`src/rtl/serial_tx_arbiter.sv`:
```
// Round-robin, packet-granular arbiter sharing one 8N1 transmitter among pRequesters byte streams.
// Latency: 1 cycle valid->grant, 1 cycle grant->send strobe, at most one byte every 2 cycles.
// Backpressure: waits on iTxReady with the gap timer frozen; a granted requester idle past pGapTimeout loses the grant.
module serial_tx_arbiter #(
  parameter int pRequesters = 4,
  parameter int pGapTimeout = 1024
) (
  input  logic                     iClock,
  input  logic                     inReset,
  input  logic [pRequesters-1:0]   iReqValid,
  input  logic [8*pRequesters-1:0] iReqData,
  input  logic [pRequesters-1:0]   iReqLast,
  output logic [pRequesters-1:0]   oReqAck,
  output logic [pRequesters-1:0]   oGrant,
  output logic [7:0]               oTxData,
  output logic                     oTxSend,
  input  logic                     iTxReady,
  output logic                     oBusy,
  output logic                     oGapError
);

  localparam int IW = $clog2(pRequesters);
  localparam int GW = (pGapTimeout > 0) ? $clog2(pGapTimeout + 1) : 1;
  localparam logic [31:0] GAP_LIMIT = pGapTimeout;
  localparam logic [pRequesters-1:0] ONE_HOT0 = 1;

  // stRelease is kept in the encoding but never entered; it decodes back to arbitration.
  typedef enum logic [1:0] {ST_ARB, ST_WAIT, ST_GUARD, ST_RELEASE} state_t;

  state_t state_q, state_d;
  logic [IW-1:0] cur_q, cur_d;      // index of the current packet owner
  logic [IW-1:0] ptr_q, ptr_d;      // last granted index, search starts after it
  logic [GW-1:0] gap_q, gap_d;
  logic last_byte_q, last_byte_d;

  logic [pRequesters-1:0] grant_d, ack_d;
  logic [7:0] data_d;
  logic send_d, err_d, busy_d;

  logic [IW-1:0] pick;
  logic any_vld, cur_vld, cur_last, timeout_hit;
  logic [7:0] cur_dat;

  assign any_vld  = |iReqValid;
  assign cur_vld  = iReqValid[cur_q];
  assign cur_last = iReqLast[cur_q];
  assign cur_dat  = iReqData[{cur_q, 3'b000} +: 8];
  assign timeout_hit = (GAP_LIMIT != 32'd0) &&
                       (({{(32-GW){1'b0}}, gap_q} + 32'd1) == GAP_LIMIT);

  // Round-robin search: first valid requester after the previous winner, with wrap.
  always_comb begin
    int c;
    logic found;
    logic [IW-1:0] cand;
    pick  = ptr_q;
    found = 1'b0;
    c     = 0;
    cand  = '0;
    for (int k = 1; k <= pRequesters; k++) begin
      c    = (int'(ptr_q) + k) % pRequesters;
      cand = c[IW-1:0];
      if (!found && iReqValid[cand]) begin
        found = 1'b1;
        pick  = cand;
      end
    end
  end

  // State and registered outputs; reset drops the strobe and grant without waiting for a clock.
  always_ff @(posedge iClock or negedge inReset) begin
    if (!inReset) begin
      state_q     <= ST_ARB;
      cur_q       <= '0;
      ptr_q       <= IW'(pRequesters - 1);
      gap_q       <= '0;
      last_byte_q <= 1'b0;
      oGrant      <= '0;
      oReqAck     <= '0;
      oTxData     <= '0;
      oTxSend     <= 1'b0;
      oBusy       <= 1'b0;
      oGapError   <= 1'b0;
    end else begin
      state_q     <= state_d;
      cur_q       <= cur_d;
      ptr_q       <= ptr_d;
      gap_q       <= gap_d;
      last_byte_q <= last_byte_d;
      oGrant      <= grant_d;
      oReqAck     <= ack_d;
      oTxData     <= data_d;
      oTxSend     <= send_d;
      oBusy       <= busy_d;
      oGapError   <= err_d;
    end
  end

  // Next-state decision.
  always_comb begin
    state_d = state_q;
    case (state_q)
      ST_ARB:   if (any_vld) state_d = ST_WAIT;
      ST_WAIT: begin
        if (cur_vld && iTxReady)       state_d = ST_GUARD;
        else if (!cur_vld && timeout_hit) state_d = ST_ARB;
      end
      ST_GUARD: state_d = last_byte_q ? ST_ARB : ST_WAIT;
      default:  state_d = ST_ARB;
    endcase
  end

  // Next values of outputs and datapath registers; pulse outputs default low.
  always_comb begin
    grant_d     = oGrant;
    ack_d       = '0;
    data_d      = oTxData;
    send_d      = 1'b0;
    err_d       = 1'b0;
    cur_d       = cur_q;
    ptr_d       = ptr_q;
    gap_d       = gap_q;
    last_byte_d = last_byte_q;
    case (state_q)
      ST_ARB: begin
        if (any_vld) begin
          grant_d = ONE_HOT0 << pick;
          cur_d   = pick;
          ptr_d   = pick;
          gap_d   = '0;
        end
      end
      ST_WAIT: begin
        if (cur_vld && iTxReady) begin
          data_d       = cur_dat;
          send_d       = 1'b1;
          ack_d[cur_q] = 1'b1;
          last_byte_d  = cur_last;
          gap_d        = '0;
        end else if (!cur_vld && (GAP_LIMIT != 32'd0)) begin
          if (timeout_hit) begin
            err_d   = 1'b1;
            grant_d = '0;
            gap_d   = '0;
          end else begin
            gap_d = gap_q + 1'b1;
          end
        end
      end
      ST_GUARD: begin
        // One dead cycle lets the transmitter sample the strobe and drop its ready.
        if (last_byte_q) grant_d = '0;
      end
      default: grant_d = '0;
    endcase
    busy_d = |grant_d;
  end

endmodule

```
`config.mk`:
```
export PLATFORM = sky130hd
export DESIGN_NAME = serial_tx_arbiter
export DESIGN_NICKNAME = d
export VERILOG_FILES = /design/src/rtl/serial_tx_arbiter.sv
export SDC_FILE = /design/constraint.sdc
export NUM_CORES = 1
export LEC_CHECK = 0
export CORE_ASPECT_RATIO = 0.7
export CORE_MARGIN = 3
export CORE_UTILIZATION = 47
export DETAILED_ROUTE_END_ITERATION = 12
export PLACE_DENSITY = 0.77
export SLEW_MARGIN = 20
export SYNTH_ARGS = -nofsm -noshare
export SYNTH_HDL_FRONTEND = slang
export SYNTH_SLANG_ARGS = --single-unit
```
`constraint.sdc`:
```
create_clock -name iClock -period 2.4 [get_ports iClock]
set_input_delay 0.72 -clock iClock [delete_from_list [all_inputs] [get_ports iClock]]
set_output_delay 0.72 -clock iClock [all_outputs]
set_load 0.01 [all_outputs]
```
==> impl_metrics.json <==
{
  "min-delay-path-class": "in -> async",
  "first_global_vias": 1757,
  "clkTransAtPathRegs_ns": 0.08,
  "antenna_found_initial": 0,
  "start_util_pct": 50.0,
  "rr_endpoint": "oGrant[0]",
  "htreeDepth": 2,
  "syn_inst": 181,
  "finalCritPeriodShare_pct": 95.9,
  "final_antenna_net_count": 0,
  "relSlewSlack_pct": 65.4,
  "core_area_sq_um": 4020,
  "maxCapViolCount": 0,
  "fill_cells": 297,
  "synthArstFlopShare_pct": 100,
  "dp_hpwl_mm": 3.72,
  "critPathSlowestCell": "mux4_2",
  "final-seq-area_sq_um": 928,
  "setup_tns_ns": 0,
  "rsz0062_at_grt": "false",
  "place_area_sq_um": 2780,
  "final_nets": 302,
  "pin_count": 62,
  "ff2ff_setup_slack_ns": 0.13,
  "reg2regPathDepth": 7,
  "p_per_area_nw_per_um2": 994,
  "drt_pre_antenna_iters": 4,
  "seq_area_frac_synth_pct": 46.3,
  "avgSynthCellArea_sq_um": 11.1,
  "p_leak_uw": 0.00122,
  "ys_ff_latch": 37,
  "final_util_pct": 72.6,
  "setup_viol": 0,
  "synth-edff-count": 0,
  "synth_warnings": 0,
  "drive_gt1_share_pct": 19.3,
  "drtIter0Drc": 90,
  "clk_latency_ns": 0.30,
  "numClockSinks": 37,
  "area_delta_synth_final_pct": 45.4,
  "dieWidth_um": 84.1,
  "netlist_area_sq_um": 2010,
  "layout_commonest_cell": "clkdlybuf4s50_1",
  "cp_num_buf_inv": 2,
  "grt-ovfl-total": 0,
  "grt_pass1_wl_mm": 8.25,
  "cp.arrival_ns": 2.54,
  "startpoint_type": "input pin",
  "cts_buffer_depth": 2,
  "die_h_um": 60.7,
  "totalWireLength_mm": 4.83,
  "dpl_worst_slack_ns": -0.199,
  "cts_buffers": 5,
  "stdcell_area_sq_um": 2920,
  "cp_cell_sequence": "clkdlybuf4s50_1 -> mux4_2 -> or3_1 -> buf_4 -> nor3b_1 -> a211o_1",
  "die-area_sq_um": 5100,
  "worst_pin_slew_ns": 0.515,
  "grt_max_degree": 25,
  "io_buffer_count": 61,
  "finalWeightedCongestion": 0.875,
  "rr_startpoint": "gap_q[4]",
  "grtUsageTotal_pct": 20.7,
  "timing_hold_violations_final": 0,
  "cts_hold_buf": 0,
  "clockRootBuffer": "clkbuf_8",
  "post-route-min-period_ns": 2.30,
  "cts_setup_buffers": 0,
  "path_class": "in -> reg",
  "wl_per_cell_um": 15.5,
  "rows": 19,
  "whs_ns": 0.389,
  "crit_family": "buffers and inverters",
  "end_kind": "flip-flop",
  "num_antenna_cells": 0,
  "timing.fmax_mhz": 435,
  "layout_common_cells": "clkdlybuf4s50_1, dfrtp_1, buf_4",
  "drc": 0,
  "fin_skew_ns": 0.0134,
  "ir_drop_v": 0.000620,
  "setup_slack_ns": 0.0989,
  "via_per_inst": 5.56,
  "cts_tree": "yes",
  "synth_ff_type": "dfrtp_1",
  "timing_max_transition_violations_final": 0,
  "status": "finished clean",
  "required_ns": 2.64,
  "multi_input_area_sq_um": 1030,
  "synth_cell_types": 49,
  "max_stage_delay_ns": 0.52,
  "critical_path_peak_fanout": 10,
  "syn-num-nets": 225,
  "num_vias": 1728
}
-- cells in the mapped netlist (2+ instances only) --
| master | count | area, sq um |
|---|---|---|
| a32o_1 | 2 | 20.0 |
| nand2b_1 | 4 | 25.0 |
| a21o_1 | 3 | 22.5 |
| xor2_1 | 3 | 26.3 |
| dfstp_2 | 2 | 52.6 |
| buf_2 | 3 | 15.0 |
| mux4_2 | 10 | 225 |
| a211o_1 | 2 | 17.5 |
| o31ai_1 | 3 | 22.5 |
| o21a_1 | 2 | 15.0 |
| nor2_1 | 15 | 56.3 |
| and3_1 | 2 | 12.5 |
| buf_1 | 2 | 7.51 |
| nor3b_1 | 2 | 15.0 |
| dfrtp_1 | 35 | 876 |
| nor3_1 | 5 | 25.0 |
| a21oi_1 | 3 | 15.0 |
| mux2_1 | 9 | 101 |
| inv_1 | 5 | 18.8 |
| a22o_1 | 2 | 17.5 |
| nand3_1 | 5 | 25.0 |
| clkbuf_1 | 6 | 22.5 |
| or3_1 | 2 | 12.5 |
| nand2_1 | 15 | 56.3 |
| o21ai_1 | 11 | 55.1 |
| mux2i_1 | 2 | 20.0 |
| o21ai_0 | 4 | 20.0 |
-- stage by stage --
step,cells,power (uW)
6_report,311,2900
5_1_grt,311,3090
4_1_cts,311,2920
3_5_place_dp,303,2350
3_3_place_gp,303,2300
2_1_floorplan,181,1750
-- sequential cells by signal (all words and copies together) (netlist names), 2 cells and up --
signal,count
cur_q,2
gap_q,11
oGrant,4
oReqAck,4
oTxData,8
ptr_q,2
state_q,2
-- report_power, final --
part	total [uW]	switching [uW]	internal [uW]
clock	571	233	338
sequential	976	143	833
combinational	1350	607	745
total	2900	984	1920
-- how the worst max path moves through the flow --
stage / from / to / slack (ns) / cells past startpoint
global placement: iReqValid[0] / oTxData[6] / -0.14 / 6
CTS: gap_q[4] / oGrant[0] / 0.06 / 7
floorplan: iReqValid[3] / gap_q[2] / 0.28 / 5
detailed placement: iReqValid[0] / gap_q[2] / -0.20 / 6
global route: iReqValid[3] / gap_q[1] / 0.001 / 8
finish: iReqValid[0] / gap_q[2] / 0.1 / 6
-- what timing repair did --
item / CTS / global route
gates resized for setup: 0 / 4
setup endpoints to repair: 0 / 9
endpoints found under the hold margin: 0 / 0
-- cell families after synthesis --
family	after synthesis	synth area share, %
simple gates	57	13.9
compound gates	43	16.3
flops	37	46.3
mux	22	17.8
buf+inv	17	3.37
xor+xnor	4	1.75
fa+ha+maj	1	0.623
-- layer usage --
layer  part of all wire, %  GRT usage (%)  up-vias
met5                     0              0        -
met4                   1.2           8.49        0
met3                   8.6           6.24        5
met2                    45           33.1       77
met1                    45           26.9      825
li1                      -              -      821
-- cell type report --
cell class / instances / share of cell area [%]
clock buffers: 6 / 2.83
clock inverters: 2 / 1.29
inverters: 6 / 0.772
multi-input cells: 127 / 35.2
flip-flops and latches: 37 / 31.8
well taps: 52 / 2.23
repair buffers: 81 / 25.9
Power figures use the tool's default switching activity.
